===== src/rtl/tx_symbol_mux_rr.sv =====
// Registered N-channel Tx symbol multiplexer: fixed-select or round-robin grant, valid/ready on all sides.
// Optional build macro TXMUX_PARITY_EN adds a registered even-parity output out_par.
module tx_symbol_mux_rr #(
    parameter  int W  = 2,
    parameter  int N  = 4,
    localparam int SW = $clog2(N)
) (
    input  logic           clk,
    input  logic           rst_n,
    input  logic           mode,
    input  logic [SW-1:0]  sel,
    input  logic [N*W-1:0] in_data,
    input  logic [N-1:0]   in_valid,
    output logic [N-1:0]   in_ready,
    output logic [W-1:0]   out_data,
    output logic [SW-1:0]  out_ch,
    output logic           out_valid,
    input  logic           out_ready
`ifdef TXMUX_PARITY_EN
    ,
    output logic           out_par
`endif
);

    logic          load;
    logic          grant_vld;
    logic [SW-1:0] grant_idx;
    logic [W-1:0]  grant_data;
    logic [SW-1:0] ptr;
    logic [SW-1:0] ptr_next;
    int            rr_idx;

    assign load = !out_valid || out_ready;

    // NOTE: every always_comb output gets a default first so no path leaves it unassigned (no latch).
    always_comb begin
        grant_vld  = 1'b0;
        grant_idx  = '0;
        grant_data = '0;
        rr_idx     = 0;
        if (!mode) begin
            // sel values with no matching channel simply never grant
            for (int i = 0; i < N; i++) begin
                if (sel == SW'(i) && in_valid[i]) begin
                    grant_vld  = 1'b1;
                    grant_idx  = SW'(i);
                    grant_data = in_data[i*W +: W];
                end
            end
        end else begin
            for (int k = 0; k < N; k++) begin
                rr_idx = (int'(ptr) + k) % N;
                if (!grant_vld && in_valid[rr_idx]) begin
                    grant_vld  = 1'b1;
                    grant_idx  = SW'(rr_idx);
                    grant_data = in_data[rr_idx*W +: W];
                end
            end
        end
    end

    assign ptr_next = (grant_idx == SW'(N-1)) ? '0 : grant_idx + 1'b1;

    // in_ready is forced low while reset is asserted, independent of the clock
    always_comb begin
        in_ready = '0;
        if (rst_n && load && grant_vld)
            in_ready[grant_idx] = 1'b1;
    end

    // NOTE: sequential state uses non-blocking assignments so all registers sample the same pre-edge values.
    always_ff @(posedge clk or negedge rst_n) begin
        if (!rst_n) begin
            out_data  <= '0;
            out_ch    <= '0;
            out_valid <= 1'b0;
            ptr       <= '0;
        end else if (load) begin
            if (grant_vld) begin
                out_data  <= grant_data;
                out_ch    <= grant_idx;
                out_valid <= 1'b1;
                if (mode)
                    ptr <= ptr_next;
            end else begin
                out_data  <= '0;
                out_valid <= 1'b0;
            end
        end
    end

`ifdef TXMUX_PARITY_EN
    always_ff @(posedge clk or negedge rst_n) begin
        if (!rst_n)
            out_par <= 1'b0;
        else if (load)
            out_par <= grant_vld ? ^grant_data : 1'b0;
    end
`endif

endmodule

===== config.mk =====
export PLATFORM = sky130hd
export DESIGN_NAME = tx_symbol_mux_rr
export DESIGN_NICKNAME = d
export VERILOG_FILES = /design/src/rtl/tx_symbol_mux_rr.sv
export SDC_FILE = /design/constraint.sdc
export NUM_CORES = 1
export LEC_CHECK = 0
export ABC_CLOCK_PERIOD_IN_PS = 2400
export CORE_UTILIZATION = 35
export CTS_CLUSTER_DIAMETER = 80
export DETAILED_ROUTE_END_ITERATION = 6
export PLACE_DENSITY = 0.65
export SLEW_MARGIN = 20
export SYNTH_ARGS = -nofsm -noshare
export SYNTH_HDL_FRONTEND = slang
export SYNTH_SLANG_ARGS = --single-unit

===== constraint.sdc =====
create_clock -name clk -period 2.4 [get_ports clk]
set_input_delay 0.36 -clock clk [delete_from_list [all_inputs] [get_ports clk]]
set_output_delay 0.36 -clock clk [all_outputs]
set_load 0.1 [all_outputs]

==> impl_metrics.py, run 1 <==
metrics = {
    "routing": {
        "drt_iter0_markers": 40,
        "viasPerCell": 5.50,
        "drc": 0,
        "via_count": 1347,
        "drt_pass1_iterations": 4,
        "drt-total-wl_um": 3740,
        "ant_nets": 0,
        "drt-wirelength-per-cell_um": 15.2,
    },
    "place": {
        "pre_cts_slack_ns": -0.387,
        "numPortBuffers": 26,
        "hpwl_um": 2750,
        "dp_cells": 232,
        "routabilityCongestion": 0.903,
    },
    "pwr": {
        "powerDensity_nw_per_um2": 908,
        "power_leakage_nw": 0.807,
        "ir_worst_vdd_mv": 0.321,
    },
    "yosys": {
        "synth_top_family_by_area": "compound AO/OA/AOI/OAI gates",
        "synth_xor_area_frac": 0,
        "synthMuxAreaShare": 0.227,
        "synthArstFlopShare": 1.00,
        "synth_top_cell_by_area": "dfrtp_1",
        "ys_seq_elements": 7,
        "synth_edf_count": 0,
        "ys_warn_count": 0,
        "yosysTopAreaCellShare": 0.147,
        "syn_avg_cell_area_um2": 8.18,
        "seq_area_frac_synth": 0.147,
        "synthCells": 146,
        "synth-main-ff-cell": "dfrtp_1",
        "ys_types": 38,
        "synth_compound_area_frac": 0.258,
        "synthAdderAreaFrac": 0.0419,
        "synth-simple-area-share": 0.253,
        "syn_area_um2": 1190,
        "syn_nets": 168,
        "synth_area_leaders": "dfrtp_1 (15%), mux2_2 (8.5%), mux4_2 (7.5%)",
    },
    "sta": {
        "tightest_slew_ns": 0.381,
        "worst_slack_ns": -0.111,
        "rsz0062_at_grt": "yes",
        "slew_headroom": 0.746,
        "clock_skew_ns": 0.00955,
        "setup_viol": 4,
        "period_share": 1.05,
        "fmax_mhz": 398,
        "fin_crit_ns": 2.51,
        "finalHoldViolCount": 0,
        "drv_slew": 0,
    },
    "die": {
        "core_area_um2": 3150,
        "start_util": 0.379,
        "ios": 27,
        "die_area_um2": 3650,
        "placementRows": 20,
        "die_x_um": 60.4,
        "die_y_um": 60.4,
    },
    "worst_setup_path": {
        "start_kind": "primary input",
        "cp_cell_sequence": "dlygate4sd2_1, and3b_1, o21ai_1, a41oi_2, a21oi_2, buf_4, ha_2, and2_4, buf_12",
        "cp.arrival_ns": 2.15,
        "r2r_start": "ptr[1]",
        "regToRegEndpoint": "out_data[0]",
        "slowest_stage": "dlygate4sd2_1",
        "required_ns": 2.04,
        "critPathKind": "primary input to output port",
        "slowest_delay_ns": 0.43,
        "rrSetupSlack_ns": 0.25,
        "crit_fanout": 8,
        "reg2reg_depth": 8,
        "crit_path_end_kind": "output port",
    },
    "clock_network": {
        "cts_inserted_buffers": 3,
        "cts-hold-fix-buffers": 0,
        "path_clk_slew_ns": 0.06,
        "cts_tree": "yes",
        "root_buffer": "clkbuf_4",
        "clock-sinks": 7,
        "cts_buffer_depth": 2,
        "worstSkewPairLatency_ns": 0.26,
        "h-tree-depth": 1,
    },
    "layout": {
        "final_common_cell": "buf_4",
        "drive_gt1_frac": 0.478,
        "fin_cells": 245,
        "nets": 224,
        "n_fill_cell": 288,
        "area_delta_synth_final_pct": 61.4,
        "final_cell_mix": "buf_4 (38), nand2_1 (16), clkdlybuf4s50_1 (11), mux2_2 (8)",
        "diodes": 0,
    },
    "global_routing": {
        "grt-ovfl-total": 0,
        "antenna_found_initial": 0,
        "grt_max_degree": 15,
        "first_global_vias": 1330,
        "grt_pass1_wl_um": 5890,
        "grtUsageTotal": 0.215,
    },
    "run": {
        "max_cap_violations": 0,
    },
    "outcome": {
        "outcome": "finished with violations",
        "violations": "negative setup slack",
    },
    "min_path": {
        "hold_class": "primary input to async pin",
    },
}
-- final cells by class --
cell class	count	area, um^2	area share
multi-input combinational	121	1060	0.550
timing repair buffer	64	589	0.306
sequential	7	178	0.0921
tap	44	55.1	0.0286
clock buffer	3	22.5	0.0117
inverter	5	18.8	0.00973
clock inverter	1	5.00	0.00260
-- Yosys cell counts, types with 2 or more instances --
cell       n
mux2_2     9
a41oi_1    2
a21oi_1   10
nor3b_1    4
buf_2     10
nor2_1     5
a221oi_2   2
nor2b_1    3
inv_1      5
and2_1     5
dfrtp_1    7
nand3_1    7
a21o_1     3
mux4_2     4
nand3b_1   2
clkbuf_1   2
mux2i_1    8
a221o_1    2
nand2_1   16
ha_1       4
o21ai_0   10
and3b_1    4
o211ai_1   7
-- flip-flops by register name (all words and copies together), names as in the netlist --
name       flops
out_data       2
out_ch         2
ptr            2
out_valid      1
-- power breakdown --
part           switching, mW  internal [mW]  total [mW]
sequential            0.0617          0.170       0.232
combinational          0.800          0.612        1.41
clock                 0.0456         0.0610       0.107
total                  0.908          0.844        1.75
-- worst max-delay path, delay by kind of cell --
family	cells	cell delay (ns)
AO/OA/AOI/OAI	3	0.53
adder cells (fa/ha/maj)	1	0.15
buffers and inverters	3	0.73
AND/OR/NAND/NOR	2	0.36
-- metal layers --
layer	track usage	wire, um	share of wire
met1	0.247	1510	0.40
met2	0.421	2080	0.56
met3	0.0384	119	0.032
met4	0.0292	23	0.0062
met5	0	0	0
-- per-stage QoR --
step	area, um^2	hold WS, ns	utilization	power, mW	setup TNS, ns
after floorplan	1200	0.0644	-	1.09	-0.447
after global placement	1690	0.499	0.537	1.38	-1.43
after detailed placement	1690	0.518	0.537	1.41	-1.72
after CTS	1890	0.404	0.600	1.70	-0.0898
after global routing	1930	0.424	0.612	1.86	-0.671
final	1930	0.409	0.612	1.75	-0.376
-- timing repair --
action	in CTS	in global routing
endpoints found under the hold margin	0	0
gates resized for setup	45	4
setup buffers	7	2
endpoints found under the setup margin	4	4
pin swaps	10	3
-- worst max path at each step --
| stage | slack, ns | from | endpoint | cells after the start |
|---|---|---|---|---|
| 5_1_grt | -0.19 | in_valid[2] | in_ready[0] | 9 |
| 6_report | -0.11 | in_valid[2] | in_ready[0] | 9 |
| 3_5_place_dp | -0.39 | in_valid[1] | in_ready[0] | 9 |
| 3_3_place_gp | -0.32 | in_valid[3] | in_ready[0] | 9 |
| 4_1_cts | -0.03 | ptr[1] | in_ready[1] | 9 |
| 2_1_floorplan | -0.11 | out_valid | in_ready[0] | 5 |
-- cells by family (layout without fill, tap and decap cells) --
family	count (synthesis)	count (layout)
compound gates	43	43
fa+ha+maj	4	4
buf+inv	18	73
flops	7	7
mux	21	21
simple gates	53	53
(Power assumes the default switching activity.)
==> run 2, diff against run 1 <==
--- a/config.mk
+++ b/config.mk
@@ -9,7 +9,6 @@
 export CORE_UTILIZATION = 35
 export CTS_CLUSTER_DIAMETER = 80
 export DETAILED_ROUTE_END_ITERATION = 6
-export PLACE_DENSITY = 0.65
 export SLEW_MARGIN = 20
 export SYNTH_ARGS = -nofsm -noshare
 export SYNTH_HDL_FRONTEND = slang
==> constraint.sdc (replaced) <==
create_clock -name clk -period 2.4 [get_ports clk]
set_input_delay 0.36 -clock clk [delete_from_list [all_inputs] [get_ports clk]]
set_output_delay 0.36 -clock clk [all_outputs]
set_load 0.01 [all_outputs]
==> run 2 against run 1 <==
  * The run still ends with negative setup slack left
  * Register-to-register slack got worse by 0.31 ns
  * First-iteration DRC count grew 33%
  * Final area up 6.1%
  * Sequential share of layout area is 0.53 points lower
  * Combinational power decreased by 9%
  * Routed wire length is 17% higher
  * Clock-buffer cell count increased by 1
  * Global-route usage is 2.3 points higher
  * Sequential cell count unchanged
  * Critical path type is now register to register
  * Largest cell class unchanged
==> impl_metrics.py, run 2 (synthesis gave the netlist of run 1 again) <==
metrics = {
    "outcome": {
        "outcome": "finished with violations",
        "violations": "negative setup slack",
    },
    "worst_setup_path": {
        "required_ns": 2.59,
        "critPathKind": "register to register",
        "cp.arrival_ns": 2.65,
        "crit_fanout": 6,
        "start_kind": "register",
        "crit_path_end_kind": "register",
    },
    "routing": {
        "drt_iter0_markers": 53,
        "via_count": 1475,
        "drt-total-wl_um": 4390,
        "drt-wirelength-per-cell_um": 16.7,
        "drc": 0,
        "ant_nets": 0,
        "drt_pass1_iterations": 4,
        "viasPerCell": 5.61,
    },
    "sta": {
        "drv_slew": 0,
        "period_share": 1.03,
        "rsz0062_at_grt": "yes",
        "tightest_slew_ns": 0.300,
        "worst_slack_ns": -0.0648,
        "fmax_mhz": 406,
        "clock_skew_ns": 0.00240,
        "fin_crit_ns": 2.46,
        "slew_headroom": 0.799,
        "setup_viol": 5,
        "finalHoldViolCount": 0,
    },
    "clock_network": {
        "path_clk_slew_ns": 0.06,
        "cts_inserted_buffers": 3,
        "cts_buffer_depth": 2,
        "cts-hold-fix-buffers": 0,
        "h-tree-depth": 1,
        "cts_tree": "yes",
        "clock-sinks": 7,
        "worstSkewPairLatency_ns": 0.25,
        "root_buffer": "clkbuf_4",
    },
    "layout": {
        "nets": 242,
        "diodes": 0,
        "drive_gt1_frac": 0.493,
        "n_fill_cell": 258,
        "largestRegisters": "out_ch (2), out_data (2), ptr (2)",
        "final_common_cell": "buf_4",
        "area_delta_synth_final_pct": 71.2,
        "final_cell_mix": "buf_4 (49), nand2_1 (16), clkdlybuf4s50_1 (16), buf_6 (9), mux2_2 (8)",
    },
    "place": {
        "routabilityCongestion": 0.944,
        "hpwl_um": 2580,
        "pre_cts_slack_ns": -0.742,
        "numPortBuffers": 26,
    },
    "pwr": {
        "powerDensity_nw_per_um2": 800,
        "total_power_mw": 1.64,
        "ir_worst_vdd_mv": 0.303,
        "power_leakage_nw": 0.880,
    },
    "die": {
        "ios": 27,
        "die_y_um": 60.4,
        "die_area_um2": 3650,
        "core_area_um2": 3150,
        "start_util": 0.379,
        "placementRows": 20,
        "die_x_um": 60.4,
    },
    "global_routing": {
        "first_global_vias": 1466,
        "grt_max_degree": 19,
        "grtUsageTotal": 0.239,
        "grt_pass1_wl_um": 6540,
        "grt-ovfl-total": 0,
        "antenna_found_initial": 0,
    },
    "run": {
        "max_cap_violations": 0,
    },
    "min_path": {
        "hold_class": "primary input to async pin",
    },
}
-- run 2: per-layer routing --
metal | global-route usage | vias up | share of wire
met5 | 0 | - | 0
met4 | 0.0747 | 0 | 0.028
met3 | 0.0362 | 12 | 0.044
met2 | 0.462 | 53 | 0.53
met1 | 0.265 | 722 | 0.40
li1 | - | 688 | -
-- run 2: final cells by class --
type / instances / area (um^2) / share of cell area
flip-flops and latches: 7 / 178 / 0.0869
multi-input cells: 121 / 1070 / 0.525
well taps: 44 / 55.1 / 0.0269
clock buffers: 4 / 26.3 / 0.0128
repair buffers: 82 / 693 / 0.339
inverters: 5 / 18.8 / 0.00917
-- run 2: worst paths after layout --
check,startpoint,to,slack [ns],depth (start not counted)
max,ptr[0],ptr[0],-0.06,15
min,rst_n,ptr[1],0.43,2
max reg2reg,ptr[0],ptr[0],-0.06,15
min reg2reg,out_ch[0],out_ch[0],0.51,1
max in group asynchronous,rst_n,ptr[0],1.83,2
min in group clk,out_ch[0],out_ch[0],0.51,1
-- run 2: metrics by stage --
step	area, um^2	TNS, ns	hold WS (ns)	utilization	instances
final	2050	-0.161	0.434	0.649	263
after global routing	2050	-0.607	0.424	0.649	263
after CTS	2020	-0.0222	0.413	0.641	263
after detailed placement	1670	-3.12	0.500	0.529	233
after global placement	1670	-2.62	0.494	0.529	233
after floorplan	1190	0	0.0644	-	146
-- run 2: timing repair --
action | 4_1_cts | 5_1_grt
setup endpoints to repair | 4 | 5
gates resized for setup | 62 | 12
setup buffers | 27 | 1
pin swaps | 17 | 14
-- run 2: report_power, final --
| group | internal (mW) | switching (mW) |
|---|---|---|
| sequential | 0.170 | 0.0736 |
| combinational | 0.697 | 0.586 |
| clock | 0.0637 | 0.0471 |
-- run 2: worst max-delay path, cell delays in order (launching register included) --
cell	delay (ns)
dfrtp_2	0.46
nor2b_4	0.22
o21bai_2	0.11
buf_4	0.14
buf_4	0.12
buf_4	0.12
buf_4	0.12
buf_4	0.12
buf_4	0.12
buf_4	0.13
buf_4	0.12
buf_4	0.12
buf_4	0.13
buf_4	0.13
nand3_1	0.07
mux2_2	0.15
